## src/rtl/fwd_pkg.sv

```systemverilog
// Shared types and helpers for the in-flight destination scoreboard.
// Stage entries keep rd at SB_RD_W bits, so REG_W may be up to 8.
package fwd_pkg;

  localparam int SB_RD_W      = 8;
  localparam int ZERO_REG_DEF = 31;

  typedef struct packed {
    logic               valid;
    logic               wr;
    logic               ld;
    logic [SB_RD_W-1:0] rd;
  } sb_entry_t;

  function automatic int sel_width(input int depth);
    return $clog2(depth + 1);
  endfunction

endpackage

```

## src/rtl/fwd_match.sv

```systemverilog
// Priority search of the tracked stages for one source operand: the youngest
// matching writer wins; a load that is too young raises a hazard instead.
module fwd_match
  import fwd_pkg::*;
#(
  parameter int DEPTH      = 3,
  parameter int REG_W      = 5,
  parameter int ZERO_REG   = ZERO_REG_DEF,
  parameter int LOAD_READY = 2,
  parameter int SEL_W      = sel_width(DEPTH)
) (
  input  sb_entry_t        stage [DEPTH],
  input  logic [REG_W-1:0] src,
  output logic [SEL_W-1:0] sel,
  output logic             hazard
);

  logic found;

  always_comb begin
    sel    = '0;
    hazard = 1'b0;
    found  = 1'b0;
    // stage[0] is EX (stage 1); scanning upward lets the first hit shadow older writers
    for (int k = 0; k < DEPTH; k++) begin
      if (!found && stage[k].valid && stage[k].wr &&
          stage[k].rd == SB_RD_W'(src) && src != REG_W'(ZERO_REG)) begin
        found = 1'b1;
        if (stage[k].ld && (k + 1) < LOAD_READY) hazard = 1'b1;
        else                                     sel    = SEL_W'(k + 1);
      end
    end
  end

endmodule

```

## src/rtl/fwd_scoreboard.sv

```systemverilog
// In-flight destination scoreboard: tracks stages 1..DEPTH and drives operand
// forward selects and the load-use hazard. FWD_SCOREBOARD_STATS_EN adds counters.
module fwd_scoreboard
  import fwd_pkg::*;
#(
  parameter int DEPTH      = 3,
  parameter int NUM_SRC    = 2,
  parameter int REG_W      = 5,
  parameter int ZERO_REG   = ZERO_REG_DEF,
  parameter int LOAD_READY = 2,
  parameter int SEL_W      = sel_width(DEPTH)
) (
  input  logic                     clk,
  input  logic                     reset,
  input  logic                     issue_valid,
  input  logic                     issue_wr,
  input  logic                     issue_ld,
  input  logic [REG_W-1:0]         issue_rd,
  input  logic                     stall,
  input  logic                     flush,
  input  logic [NUM_SRC*REG_W-1:0] src_idx,
  output logic [NUM_SRC*SEL_W-1:0] fwd_sel,
  output logic                     hazard,
  output logic                     busy,
  output logic [SEL_W-1:0]         inflight,
  output logic [15:0]              stat_hazard_cnt,
  output logic [15:0]              stat_fwd_cnt
);

  logic             vld_q [DEPTH];
  logic             wr_q  [DEPTH];
  logic             ld_q  [DEPTH];
  logic [REG_W-1:0] rd_q  [DEPTH];
  sb_entry_t        stage [DEPTH];
  logic [NUM_SRC-1:0] ch_hazard;
  logic             issue_ok;

  // Any blocking condition turns the issue slot into a single bubble
  assign issue_ok = issue_valid & ~stall & ~flush & ~hazard;

  always_ff @(posedge clk or negedge reset) begin
    if (!reset) begin
      vld_q <= '{default: 1'b0};
    end else begin
      vld_q[0] <= issue_ok;
      for (int k = 1; k < DEPTH; k++) vld_q[k] <= vld_q[k-1];
    end
  end

  // Payload is qualified by valid, so it needs no reset
  always_ff @(posedge clk) begin
    wr_q[0] <= issue_wr;
    ld_q[0] <= issue_ld;
    rd_q[0] <= issue_rd;
    for (int k = 1; k < DEPTH; k++) begin
      wr_q[k] <= wr_q[k-1];
      ld_q[k] <= ld_q[k-1];
      rd_q[k] <= rd_q[k-1];
    end
  end

  always_comb begin
    for (int k = 0; k < DEPTH; k++) begin
      stage[k].valid = vld_q[k];
      stage[k].wr    = wr_q[k];
      stage[k].ld    = ld_q[k];
      stage[k].rd    = SB_RD_W'(rd_q[k]);
    end
  end

  for (genvar i = 0; i < NUM_SRC; i++) begin : g_match
    fwd_match #(
      .DEPTH      (DEPTH),
      .REG_W      (REG_W),
      .ZERO_REG   (ZERO_REG),
      .LOAD_READY (LOAD_READY),
      .SEL_W      (SEL_W)
    ) u_match (
      .stage  (stage),
      .src    (src_idx[i*REG_W +: REG_W]),
      .sel    (fwd_sel[i*SEL_W +: SEL_W]),
      .hazard (ch_hazard[i])
    );
  end

  assign hazard = |ch_hazard;

  always_comb begin
    busy     = 1'b0;
    inflight = '0;
    for (int k = 0; k < DEPTH; k++) begin
      busy     = busy | vld_q[k];
      inflight = inflight + SEL_W'(vld_q[k]);
    end
  end

`ifdef FWD_SCOREBOARD_STATS_EN
  logic [15:0] hz_cnt_q;
  logic [15:0] fwd_cnt_q;
  logic        fwd_any;

  function automatic logic [15:0] sat_inc(input logic [15:0] v, input logic en);
    return (en && v != 16'hFFFF) ? v + 16'd1 : v;
  endfunction

  assign fwd_any = |fwd_sel;

  always_ff @(posedge clk or negedge reset) begin
    if (!reset) begin
      hz_cnt_q  <= '0;
      fwd_cnt_q <= '0;
    end else begin
      hz_cnt_q  <= sat_inc(hz_cnt_q, hazard);
      fwd_cnt_q <= sat_inc(fwd_cnt_q, fwd_any);
    end
  end

  assign stat_hazard_cnt = hz_cnt_q;
  assign stat_fwd_cnt    = fwd_cnt_q;
`else
  assign stat_hazard_cnt = 16'h0000;
  assign stat_fwd_cnt    = 16'h0000;
`endif

endmodule

```

## config.mk

```make
export PLATFORM = sky130hd
export DESIGN_NAME = fwd_scoreboard
export DESIGN_NICKNAME = d
export VERILOG_FILES = /design/src/rtl/fwd_pkg.sv /design/src/rtl/fwd_match.sv /design/src/rtl/fwd_scoreboard.sv
export SDC_FILE = /design/constraint.sdc
export NUM_CORES = 1
export LEC_CHECK = 0
export BUFFER_PORTS_ARGS = -buffer_cell sky130_fd_sc_hd__buf_2
export CAP_MARGIN = 40
export CORE_ASPECT_RATIO = 1.25
export CORE_UTILIZATION = 30
export DETAILED_ROUTE_END_ITERATION = 16
export HOLD_SLACK_MARGIN = 0.12
export PLACE_DENSITY_LB_ADDON = 0.25
export SLEW_MARGIN = 20
export SYNTH_ARGS = -nofsm -noshare
export SYNTH_HDL_FRONTEND = slang
export SYNTH_SLANG_ARGS = --single-unit
```

## constraint.sdc

```tcl
create_clock -name clk -period 1.5 [get_ports clk]
set_clock_uncertainty 0.15 [all_clocks]
set_input_delay 0.075 -clock clk [delete_from_list [all_inputs] [get_ports clk]]
set_output_delay 0.075 -clock clk [all_outputs]
set_load 0.02 [all_outputs]
```

==> results of run 1 <==
-- sequential cells by signal (all words and copies together), names as in the netlist --
signal,cells
rd_q,15
stage,3
wr_q,3
ld_q,1
-- worst paths after layout --
path,startpoint,endpoint,slack [ns],cells after the start
worst min register to register,wr_q[0][1],wr_q[0][2],0.21,0
worst min-delay path,wr_q[0][1],wr_q[0][2],0.21,0
max in group asynchronous,reset,stage[32],0.52,3
worst max register to register,rd_q[0][3],stage[32],-0.20,8
worst max-delay path,rd_q[0][5],fwd_sel[0],-0.39,6
min in group asynchronous,reset,stage[10],0.53,3
-- power breakdown --
| group | leakage (uW) | internal, uW | switching (uW) |
|---|---|---|---|
| combinational | 0.000530 | 125 | 168 |
| sequential | 0.000201 | 619 | 26.7 |
| clock | 0.0000339 | 290 | 192 |
-- synth_stat cells, drive strengths merged --
| master | instances |
|---|---|
| buf | 32 |
| dfxtp | 19 |
| xnor2 | 17 |
| xor2 | 8 |
| nand3 | 6 |
| nand2 | 5 |
| a21oi | 4 |
| nand4 | 4 |
| dfrtp | 3 |
| nor2 | 3 |
| nor4 | 3 |
| and2 | 2 |
| inv | 2 |
| mux2i | 2 |
| or4 | 2 |
| a221oi | 1 |
| conb | 1 |
| fa | 1 |
| nor2b | 1 |
| nor3 | 1 |
| nor4b | 1 |
| o21a | 1 |
| o21ai | 1 |
| o22ai | 1 |
| or3 | 1 |
-- critical path, stage by stage (launching register included) --
cell,delay [ns]
dfxtp_2,0.35
and2_1,0.12
a21oi_1,0.06
or4_4,0.55
nand3_2,0.08
mux2i_2,0.06
buf_4,0.16
-- through the flow --
stage               setup slack [ns]  setup TNS [ns]  instances
finish                        -0.385           -2.18        232
global route                  -0.458           -2.84        232
CTS                           -0.413           -2.24        230
detailed placement            -0.152          -0.663        213
global placement              -0.126          -0.603        213
floorplan                    -0.0418          -0.134        153
-- final cells by class --
cell class	instances	area, um^2
clock buffer	4	66.3
timing repair buffer	53	402
inverter	2	7.51
sequential	22	468
tap	54	67.6
fill	389	2110
multi-input combinational	97	693
-- routing by layer --
metal	vias to the layer above	GRT usage, %	wire length, um
met1	406	12.8	937
met5	-	0	0
met4	0	3.17	23
li1	453	-	-
met3	5	4.26	172
met2	43	22.2	1330
-- kinds of logic (layout without fill, tap and decap cells) --
family                     after synthesis  in the layout  synth area share, %
DFF                                     22             22                 38.0
xor gates and xnor gates                25             25                 18.3
muxes                                    2              2                 1.67
adders and majority gates                1              1                 1.67
other                                    1             32                0.313
AOI/OAI and AO/OA                        8              8                 4.28
buffers and inverters                   34             59                 20.7
and+or+nand+nor                         29             29                 15.0
-- what timing repair did --
| item | in CTS | in global routing |
|---|---|---|
| endpoints found under the setup margin | 9 | 9 |
| hold endpoints to repair | 11 | 0 |
| cloned | 0 | 0 |
| pin swaps | 2 | 1 |
| gates resized for setup | 27 | 7 |
| setup buffers | 1 | 2 |
| hold buffers | 12 | 0 |
==> run_results.csv, run 1 <==
group,metric,value,unit
outcome,status,"finished, violations left",
outcome,violations,"setup timing",
worst_setup_path,critPathKind,"reg2out",
layout,n_antenna_cell,0,
layout,fin_nets,202,
floorplan,die_x,58.5,um
cts,clkSinkCount,22,
drt,routedWlPerCell,10.6,um
cts,clk_pin_slew,0.08,ns
global_routing,antenna_found_initial,0,
drt,drtPass1Iterations,4,
layout,mostFrequentLayoutCell,"conb_1",
cts,numCtsBuffers,3,
drt,drt_iter0_markers,16,
floorplan,initial_core_util,31.4,%
pwr,peakVddDrop,431,uV
worst_setup_path,critPathMaxFanout,4,
worst_setup_path,cp.required,1.27,ns
layout,areaGrowthSynthToFinish,42.3,%
layout,drive_gt1_share,41.0,%
floorplan,rows,25,
placed_design,placed_cell_area,1390,um^2
placed_design,io_buffers,29,
yosys,synth-seq-area-share,38.0,%
yosys,syn_area_per_cell,9.81,um^2
layout,fin_area,1700,um^2
floorplan,die-area,4250,um^2
drt,via_count,907,
timing,post-route-period-util,126,%
placed_design,gp_congestion,0.923,
placed_design,dpl.hpwl,1890,um
cts,root_buffer,"clkbuf_8",
worst_setup_path,crit_arrival,1.66,ns
yosys,ys_types,29,
timing,fin_ws,-0.385,ns
drt,routed_wl,2460,um
flow_run,max-cap-violations,0,
global_routing,grt_max_degree,14,
global_routing,grt_overflow,0,
timing,setup_viol,9,
yosys,synth-seq-cells,22,
yosys,netlist_area,1200,um^2
yosys,yosysTopAreaCellShare,31.8,%
worst_setup_path,cp-start-kind,"flop",
yosys,synth_area_leaders,"dfxtp_1, buf_4, xnor2_1",
floorplan,die_h,72.6,um
yosys,yosysTopAreaCell,"dfxtp_1",
cts,clk_path_buf_depth,2,
pwr,p_leak,0.000765,uW
global_routing,grt_pass1_vias,855,
drt,drc_errors,0,
yosys,ys_warn_count,0,
cts,cts_tree,"done",
timing,max_freq,530,MHz
drt,route.antenna.remaining_nets,0,
global_routing,grtUsageTotal,12.0,%
floorplan,ioPinCount,62,
layout,finish.utilization,44.7,%
timing,grt_setup_unrepaired,"true",
worst_setup_path,crit_path_end_kind,"output port",
timing,hold_viol,0,
timing,hold_slack,0.206,ns
cts,htree_levels,1,
floorplan,coreArea,3820,um^2
drt,via_per_inst,3.91,
cts,clock_latency,0.26,ns
pwr,power.total,1420,uW
pwr,power.density,833,nW/um^2
timing,drv_slew,0,
global_routing,grt_pass1_wl,3850,um
timing,layout_min_cycle_time,1.89,ns
worst_hold_path,hold_class,"reg2reg",
layout,final_cell_mix,"conb_1, buf_2, xnor2_1",
yosys,synthCells,122,
(Power assumes the default switching activity.)
==> run 2: changes to the inputs <==
BUFFER_PORTS_ARGS = default   (was -buffer_cell sky130_fd_sc_hd__buf_2)
DONT_BUFFER_PORTS = 1   (was default)
==> run 2 against run 1 <==
Against the previous run: the run still ends with setup timing left; clock-buffer cell count shrank 1; non-clock buffer count down 25; first-iteration DRC count decreased by 56%; sequential power barely moved; register-to-register slack got worse by 0.14 ns; hold slack got worse by 0.0099 ns; wire length decreased by 1.2%; worst setup slack got worse by 0.015 ns; combinational power fell by 14%; via count is 7.6% lower; critical path type unchanged; largest cell class unchanged; largest power group unchanged; highest routed layer unchanged.
==> run_results.csv, run 2 (synthesized netlist as in run 1, its figures left out) <==
group,metric,value,unit
outcome,status,"finished, violations left",
outcome,violations,"setup timing",
pwr,p_int,1080,uW
worst_setup_path,rrSetupSlack,-0.34,ns
pwr,power.total,1460,uW
layout,fin_area,1620,um^2
pwr,peakVddDrop,407,uV
global_routing,grt_pass1_wl,3570,um
worst_hold_path,hold_class,"in2reg",
pwr,switching_power,375,uW
placed_design,gp_congestion,0.833,
placed_design,placed_cell_area,1270,um^2
worst_setup_path,r2r_end,"stage[32]",
worst_setup_path,crit_arrival,1.68,ns
cts,clk_pin_slew,0.08,ns
floorplan,initial_core_util,31.4,%
cts,clk_path_buf_depth,2,
drt,routedWlPerCell,11.7,um
drt,drt_iter0_markers,7,
cts,clkSinkCount,22,
worst_setup_path,cp-start-kind,"flop",
global_routing,grtUsageTotal,11.3,%
floorplan,ioPinCount,62,
drt,drtPass1Iterations,2,
layout,n_antenna_cell,0,
worst_hold_path,hold_start,"issue_rd[3]",
global_routing,grt_pass1_vias,864,
pwr,p_leak,0.000682,uW
layout,largest_register_ff_count,15,
timing,drv_slew,0,
timing,layout_min_cycle_time,1.90,ns
worst_setup_path,cp.required,1.27,ns
placed_design,dpl.hpwl,1850,um
pwr,power.density,898,nW/um^2
worst_hold_path,hold_depth,1,
drt,via_per_inst,4.05,
global_routing,grt_max_degree,14,
floorplan,die_x,58.5,um
global_routing,grt_overflow,0,
floorplan,die-area,4250,um^2
worst_setup_path,critPathMaxStageDelay,0.44,ns
worst_hold_path,min_to,"rd_q[0][3]",
placed_design,placed_cells_incl_taps,187,
flow_run,max-cap-violations,0,
timing,post-route-period-util,127,%
cts,htree_levels,1,
pwr,swShare,25.7,%
drt,routed_wl,2430,um
cts,clock_latency,0.27,ns
floorplan,die_h,72.6,um
global_routing,antenna_found_initial,0,
worst_setup_path,crit_family,"simple AND/OR/NAND/NOR gates",
timing,grt_setup_unrepaired,"true",
drt,via_count,838,
layout,mostFrequentLayoutCell,"conb_1",
pwr,combPwrFrac,17.2,%
cts,root_buffer,"clkbuf_8",
timing,setup_viol,7,
layout,areaGrowthSynthToFinish,35.6,%
worst_setup_path,critPathKind,"reg2out",
timing,fin_ws,-0.401,ns
worst_setup_path,path_cells,"xnor2_1, nand4_1, or4_4, nand3_1, mux2i_2, buf_4",
pwr,clkPwrFrac,38.4,%
worst_setup_path,slowest_stage,"or4_4",
worst_setup_path,r2r-start,"rd_q[0][0]",
floorplan,rows,25,
cts,cts_tree,"done",
drt,drc_errors,0,
worst_setup_path,crit_path_end_kind,"output port",
worst_setup_path,r2r.worst_path.cells,9,
worst_setup_path,critPathMaxFanout,4,
layout,drive_gt1_share,35.9,%
timing,hold_viol,0,
layout,final_cell_mix,"conb_1, xnor2_1, dlygate4sd3_1",
pwr,pwr-share-seq,44.4,%
layout,registers.top_by_ff_count,"rd_q",
drt,route.antenna.remaining_nets,0,
layout,fin_cells,207,
layout,fin_nets,177,
timing,max_freq,526,MHz
placed_design,io_buffers,0,
cts,numCtsBuffers,3,
floorplan,coreArea,3820,um^2
worst_setup_path,cp_num_buf_inv,1,
-- run 2: worst max path at each step --
stage          startpoint    endpoint  slack [ns]  cells past startpoint
2_1_floorplan  rd_q[0][5]  fwd_sel[1]       -0.04                      4
3_3_place_gp   rd_q[0][8]  fwd_sel[2]       -0.13                      6
3_5_place_dp   rd_q[0][5]  fwd_sel[0]       -0.17                      6
4_1_cts        rd_q[0][5]  fwd_sel[0]       -0.40                      6
5_1_grt        rd_q[0][5]  fwd_sel[2]       -0.45                      6
6_report       rd_q[0][5]  fwd_sel[2]       -0.40                      6
-- run 2: area by class of cell --
type                            instances  area (um^2)
Timing Repair Buffer                   28          268
Fill cell                             383         2190
Clock buffer                            3         41.3
Sequential cell                        22          468
Inverter                                2         7.51
Tap cell                               54         67.6
Multi-Input combinational cell         97          742
Clock inverter                          1         30.0
-- run 2: power by group through the flow --
stage          Sequential, uW  Combinational [uW]  Clock, uW
5_1_grt                   651                 271        597
2_1_floorplan             651                 230          0
3_5_place_dp              655                 195          0
4_1_cts                   646                 235        569
6_report                  647                 251        559
3_3_place_gp              654                 196          0
-- run 2: routing by layer --
metal / global-route usage (%) / vias to the layer above / part of all wire [%]
met3: 4.61 / 6 / 8.6
met2: 21.3 / 44 / 53
met5: 0 / - / 0
li1: - / 404 / -
met4: 4.76 / 0 / 1.7
met1: 10.5 / 384 / 37
-- run 2: stage by stage --
stage	setup WS [ns]	setup TNS [ns]	util, %	hold slack, ns
after CTS	-0.405	-2.33	41.1	0.194
after detailed placement	-0.174	-0.610	33.4	-0.370
after global routing	-0.454	-2.63	42.6	0.198
final	-0.401	-2.25	42.6	0.196
after floorplan	-0.0418	-0.134	-	-0.371
after global placement	-0.127	-0.469	33.4	-0.371
-- run 2: timing repair --
item	4_1_cts	5_1_grt
pin swaps	3	4
hold buffers	12	0
endpoints found under the setup margin	9	8
endpoints found under the hold margin	11	0
buffers inserted	4	1
resized for setup	23	9
